File: config.mk
export PLATFORM = sky130hd
export DESIGN_NAME = pc_sequencer
export DESIGN_NICKNAME = d
export VERILOG_FILES = /design/src/rtl/pc_sequencer.sv
export SDC_FILE = /design/constraint.sdc
export NUM_CORES = 1
export LEC_CHECK = 0
export ABC_AREA = 0
export BUFFER_PORTS_ARGS = -buffer_cell sky130_fd_sc_hd__buf_2
export CORE_ASPECT_RATIO = 1.4
export CORE_MARGIN = 5
export CORE_UTILIZATION = 51
export CTS_CLUSTER_SIZE = 25
export DETAILED_ROUTE_END_ITERATION = 7
export GPL_ROUTABILITY_DRIVEN = 1
export PLACE_DENSITY_LB_ADDON = 0.3
export SLEW_MARGIN = 20
export SYNTH_ARGS = -nofsm -noshare
export SYNTH_HDL_FRONTEND = slang
export SYNTH_SLANG_ARGS = --single-unit
File: constraint.sdc
create_clock -name clk_i -period 1.95 [get_ports clk_i]
set_input_delay 0.0975 -clock clk_i [delete_from_list [all_inputs] [get_ports clk_i]]
set_output_delay 0.0975 -clock clk_i [all_outputs]
set_load 0.005 [all_outputs]
File: src/rtl/pc_sequencer.sv
// pc_sequencer: fetch-stage program counter with branch/exception redirects,
// redirect capture across stalls and a programmable post-redirect flush window.
module pc_sequencer #(
    parameter int               WIDTH        = 32,
    parameter logic [WIDTH-1:0] RESET_ADDR   = '0,
    parameter int               INSTR_BYTES  = 2,
    parameter logic [WIDTH-1:0] EXC_VECTOR   = WIDTH'(32'h0000_0008),
    parameter int               FLUSH_CYCLES = 1
) (
    input  logic             clk_i,
    input  logic             reset_i,
    input  logic             stall_pipeline_i,
    input  logic             take_branch_i,
    input  logic [WIDTH-1:0] branch_pc_value_i,
    input  logic             exception_i,
    output logic             redirect_pending_o,
    output logic             is_valid_o,
    output logic [WIDTH-1:0] program_counter_o
);
    typedef enum logic [1:0] {RUN, PENDING, FLUSH} state_t;
    localparam logic [2:0] FLUSH_LD = 3'(FLUSH_CYCLES);

    state_t           r_state, w_state_n;
    logic [WIDTH-1:0] r_pc, w_pc_n, r_ptgt, w_ptgt_n, w_tgt, w_apply_tgt;
    logic             r_valid, w_valid_n, r_pexc, w_pexc_n, w_redir, w_apply;
    logic [2:0]       r_cnt, w_cnt_n;

    always_comb begin
        // Masking bit 0 clears the Thumb bit of the branch target
        w_tgt       = exception_i ? EXC_VECTOR : (branch_pc_value_i & ~WIDTH'(1));
        w_redir     = exception_i | take_branch_i;
        w_state_n   = r_state;
        w_pc_n      = r_pc;
        w_valid_n   = r_valid;
        w_ptgt_n    = r_ptgt;
        w_pexc_n    = r_pexc;
        w_cnt_n     = r_cnt;
        w_apply     = 1'b0;
        w_apply_tgt = w_tgt;
        case (r_state)
            RUN: begin
                if (w_redir && stall_pipeline_i) begin
                    w_state_n = PENDING;
                    w_ptgt_n  = w_tgt;
                    w_pexc_n  = exception_i;
                    w_valid_n = 1'b0;
                end else if (w_redir) begin
                    w_apply = 1'b1;
                end else if (!stall_pipeline_i) begin
                    w_pc_n = r_pc + WIDTH'(INSTR_BYTES);
                end
            end
            PENDING: begin
                if (!stall_pipeline_i) begin
                    w_apply     = 1'b1;
                    w_apply_tgt = w_redir ? w_tgt : r_ptgt;
                end else if (exception_i || (take_branch_i && !r_pexc)) begin
                    // A latched exception is only displaced by another exception
                    w_ptgt_n = w_tgt;
                    w_pexc_n = exception_i;
                end
            end
            FLUSH: begin
                if (w_redir) begin
                    w_apply = 1'b1;
                end else begin
                    w_cnt_n = r_cnt - 3'd1;
                    if (r_cnt == 3'd1) begin
                        w_valid_n = 1'b1;
                        w_state_n = RUN;
                    end
                end
            end
            default: w_state_n = RUN;
        endcase
        if (w_apply) begin
            w_pc_n    = w_apply_tgt;
            w_cnt_n   = FLUSH_LD;
            w_valid_n = (FLUSH_CYCLES == 0);
            w_state_n = (FLUSH_CYCLES == 0) ? RUN : FLUSH;
        end
    end

    always_ff @(posedge clk_i or posedge reset_i) begin
        if (reset_i) begin
            r_state <= RUN;
            r_pc    <= RESET_ADDR;
            r_valid <= 1'b1;
            r_ptgt  <= '0;
            r_pexc  <= 1'b0;
            r_cnt   <= '0;
        end else begin
            r_state <= w_state_n;
            r_pc    <= w_pc_n;
            r_valid <= w_valid_n;
            r_ptgt  <= w_ptgt_n;
            r_pexc  <= w_pexc_n;
            r_cnt   <= w_cnt_n;
        end
    end

    assign redirect_pending_o = (r_state == PENDING);
    assign is_valid_o         = r_valid;
    assign program_counter_o  = r_pc;
endmodule
# [Word level (Yosys, flattened, before mapping)]
# Index checks and enable logic that the tools add are counted.
[word_totals] register_bits=71 inputBits=37 output_inout_bits=34 word_cells=70
[op_classes] eq_ne=13 n_bitwise=1 add_sub_neg=2 mux=34 reduce_logical=14
[ops] cell="$mux W32" n=12
[ops] cell="$pmux W32 S2" n=1
[ops] cell="$add A32 B2 Y32 const B" n=1
[ops] cell="$reduce_and A4 Y1" n=4
[ops] cell="$mux W1" n=10
[ops] cell="$mux W3" n=3
[ops] cell="$ne A3 B3 Y1 const B" n=3
[ops] cell="$mux W2" n=4
[ops] cell="$ne A2 B1 Y1 const B" n=4
[ops] cell="$ne A2 B2 Y1 const B" n=3
[ops] cell="$pmux W2 S3" n=1
[ops] cell="$reduce_bool A2 Y1" n=3
[ops] cell="$pmux W1 S2" n=2
[ops] cell="$eq A3 B1 Y1 const B" n=1
[ops] cell="$pmux W1 S3" n=1
[ops] cell="$reduce_bool A3 Y1" n=1
[ops] cell="$sub A3 B1 Y3 const B" n=1
[ops] cell="$eq A2 B1 Y1 const B" n=1
[ops] cell="$eq A2 B2 Y1 const B" n=1
[ops] cell="$logic_and A1 B1 Y1" n=2
[ops] cell="$logic_not A2 Y1" n=1
[ops] cell="$reduce_and A2 Y1" n=1
[ops] cell="$logic_not A1 Y1" n=1
[ops] cell="$logic_or A1 B1 Y1" n=1
[ops] cell="$or A1 B1 Y1" n=1

# [Longest topological paths before layout]
[logic_depth] depth_word=6 mapped_depth=9 depth_no_buf=6

# [Worst setup path after synthesis]
# Ideal clock, no wire load.
[synth_timing] path_type="reg-to-reg" startpoint="register r_state[1]" endpoint="register r_pc[28] (netlist: program_counter_o[28])" period_less_slack_ns=1.766 n_path_buf=2 required_ns=1.813 arrival_time_ns=1.629 stages_incl_launch_ff=7 setup_time_ns=0.137 slack_ns=0.184 path_cell_list="dfrtp_1 -> buf_2 -> nor4b_2 -> buf_4 -> mux2_2 -> a22oi_1 -> o311ai_1"
[synth_via] elab_chain_cells=4 word_cells_on_any_way=11 cone_classes="eq/ne (5); mux (3); reduce/logical (3)"
[synth_rtl] item="from (decl)" line_no="23" text="state_t r_state, w_state_n;"
[synth_rtl] item="from (signal assigned)" line_no="93" text="r_state <= w_state_n;"
[synth_rtl] item="$eq A2 B2 Y1 (tied with other cells)" line_no="40" text="case (r_state)"
[synth_rtl] item="$pmux W1 S3" line_no="40"
[synth_rtl] item="$ne A2 B2 Y1 (no line) (tied with other cells)"
[synth_rtl] item="$reduce_and A4 Y1 (no line)"
[synth_rtl] item="to (signal assigned)" line_no="94" text="r_pc <= w_pc_n;"
[synth_rtl] item="to (decl)" line_no="24" text="logic [WIDTH-1:0] r_pc, w_pc_n, r_ptgt, w_ptgt_n, w_tgt, w_apply_tgt;"
# Parallel ways exist; a longest one is shown, timed or not.
# A chain may end at the register's enable or synchronous reset.

# [Final worst setup path]
[layout_timing] startpoint="register r_state[1]" endpoint="register r_pc[12] (netlist: program_counter_o[12])"
# Same word-level chain as after synthesis.

==> summary.md <==
| Metric | Value |
|---|---|
| Outcome | `finished clean` |
| Vias in the first global route | `3,806` |
| CP max stage delay | `0.53 ns` |
| P_leak | `2.303 nW` |
| Setup crit start | `r_state[1]` |
| RSZ-0062 raised after global routing | `no` |
| Req. time, crit path | `2.18 ns` |
| Nets | `602` |
| GPL Wtd Cong | `0.9101` |
| Row count | `39` |
| DR pass1 iterations | `5` |
| Starting Density | `0.5153` |
| Worst VDD drop | `0.8903 mV` |
| Count of cell types in the netlist | `70` |
| PortBufs | `68` |
| Critical Setup Path Class | `register to register` |
| Fin crit period | `1.858 ns` |
| Synthesized flop and latch total | `69` |
| Height of the die | `117.0 um` |
| CP Capture Type | `register` |
| Worst setup path end | `program_counter_o[12]` |
| Pin count of the biggest net entering global routing | `50` |
| Filler instances | `708` |
| CP Launch Type | `register` |
| Initial DRC Count | `360` |
| Seq. cell area | `1730 um2` |
| Critical path peak fanout | `9` |
| EDFF count, synth | `0` |
| IO Count | `71` |
| Slew Viols, Final | `0` |
| Synth area leaders | `dfrtp_1, nand2_1, o21ai_0` |
| Post-Synthesis Cells | `469` |
| Gr ovfl total | `0` |
| Critical path cell sequence | `or4_4 > nor2_4 > buf_4 > nand2_1 > o221a_1` |
| CTS clock-pin slew for the worst setup and hold paths | `0.06 ns` |
| FMAX | `538.3 MHz` |
| Post-Route WL | `11,780 um` |
| Core area | `8100 um2` |
| Leading area contributor after synthesis | `dfrtp_1` |
| CP arrival | `2.08 ns` |
| CTS Buf Count | `9` |
| Post-Syn Area | `4174 um2` |
| Dpl hpwl | `8344 um` |
| DIE AREA | `10,120 um2` |
| Most frequent cell after synthesis | `dfrtp_1` |
| Initial antenna violation count | `0` |
| Global-route wire length before repair | `19,130 um` |
| Core Util, Final | `0.6467` |
| H-Tree Depth | `3` |
| R2R cell count | `5` |
| Overall Global Routing Usage | `0.2421` |
| Post-synth top area share | `0.4077` |
| Register area share after synthesis | `0.4140` |
| CP max stage cell | `or4_4` |
| ANT cells | `0` |
| Worst skew pair latency | `0.34 ns` |
| DRC Markers | `0` |
| Ys async rst share | `1.000` |
| Area Overhead vs Synth | `25.51%` |
| DR WL/cell | `17.60 um` |
| Drt via density | `5.940` |
| Synth cell count leaders | `dfrtp_1, nand2_1, o21ai_0` |
| Avg Inst Size Synth | `8.900 um2` |
| Synth Net Count | `509` |
| Chip width | `86.46 um` |
| Cell Pwr Density | `1361 nW/um2` |
| Clk sink count | `69` |
| Ys Warns | `0` |
| Multi-input logic area | `2288 um2` |
| Reg2Reg Capture Point | `program_counter_o[12]` |
| Pwr Total | `7.130 mW` |
| Slew margin rel. | `0.6487` |
| Least-Margin Pin Slew | `0.5250 ns` |
| Hold Fails Final Rpt | `0` |
| Root Buffer | `clkbuf_16` |
| Top FF cell, synth | `dfrtp_1` |
| Worst R2R Start | `r_state[1]` |
| Clock tree buffer depth | `2` |
| Final setup violation count | `0` |
| Min-Delay Path Class | `input port to register` |
| Vias post-DR | `3,974` |
| CTS tree | `yes` |
| R2R Setup Slk | `0.09 ns` |
| Setup Skew | `0.006818 ns` |
| Max cap viols | `0` |
| Setup_tns | `0 ns` |
| Layout cell share with drive strength beyond 1 | `0.2910` |
| Remaining antenna violation count | `0` |
| Tcrit/Tclk final | `0.9527` |
stage by stage:
stage	instances	cell area [um2]	hold slack, ns	worst slack [ns]
floorplan	469	4174	0.2462	0.1143
detailed placement	644	4850	0.1487	0.02709
finish	669	5239	0.02038	0.09233
global placement	644	4850	0.1486	0.06859
CTS	661	5149	0.02015	0.01612
global route	669	5239	0.03482	0.01216
per-layer routing:
metal / GRT usage / wire length (um) / up-vias
met1: 0.3123 / 4980 / 1892
met2: 0.3938 / 5783 / 171
met4: 0.1112 / 289 / 0
li1: - / - / 1885
met3: 0.04622 / 721 / 26
met5: 0 / 0 / -
power breakdown:
group	internal [mW]	switching [mW]	leakage [nW]
Combinational	1.28	1.54	1.31
Clock	0.927	0.641	0.130
Sequential	2.11	0.624	0.867
Total	4.33	2.80	2.30
cell type report:
cell class	instances	share of cell area
well taps	102	0.02436
clock inverters	5	0.006687
inverters	9	0.006449
clock buffers	11	0.04824
repair buffers	115	0.1471
multi-input cells	358	0.4368
flip-flops and latches	69	0.3303
repair_timing:
item	in CTS	in global routing
buffers inserted	0	7
resized for setup	1	6
pin swaps	0	6
endpoints found under the hold margin	19	0
hold buffers	1	0
endpoints found under the setup margin	4	16
gates cloned	0	1
cells by family (layout without fill, tap and decap cells):
kind of cell | after synthesis | count (layout) | synth area share
other cells | 1 | 1 | 0.0008984
flops | 69 | 69 | 0.4140
mux | 25 | 25 | 0.06175
fa+ha+maj | 3 | 3 | 0.008994
simple gates | 199 | 200 | 0.2641
compound gates | 129 | 129 | 0.1990
buf+inv | 43 | 140 | 0.05126
worst min path at each step:
stage	startpoint	to	slack, ns	cells past startpoint
2_1_floorplan	branch_pc_value_i[10]	r_ptgt[10]	0.25	2
3_3_place_gp	reset_i	program_counter_o[19]	0.15	2
3_5_place_dp	reset_i	program_counter_o[19]	0.15	2
4_1_cts	branch_pc_value_i[15]	r_ptgt[15]	0.02	3
5_1_grt	branch_pc_value_i[30]	r_ptgt[30]	0.03	3
6_report	branch_pc_value_i[7]	r_ptgt[7]	0.02	3
worst max-delay path, delay by kind of cell, from the launching register on:
family | cells | cell delay (ns)
flip-flops | 1 | 0.49
AO/OA/AOI/OAI | 1 | 0.21
AND/OR/NAND/NOR | 3 | 0.84
buffers and inverters | 1 | 0.20
state kept, by name (all words and copies together), names as in the netlist:
signal,flops
is_valid_o,1
program_counter_o,31
r_cnt,3
r_pexc,1
r_ptgt,31
r_state,2
cells in the final DEF (no fill, tap or decap), drive strengths merged, types with 3 or more instances in the layout:
cell type and instances:
buf 114, dfrtp 68, nand2 61, o21ai 59, nor2 35, nand2b 32
nand3 25, mux2i 19, a21oi 16, clkbuf 11, nand4 10, inv 9
nor3 8, mux2 6, o311ai 6, nor4 6, and3 5, a22oi 5
or3 4, a21o 4, clkinvlp 4, o22ai 3, o221ai 3, a311oi 3
a31oi 3, o32a 3, ha 3, and2 3, a211oi 3
(Power assumes the default switching activity.)
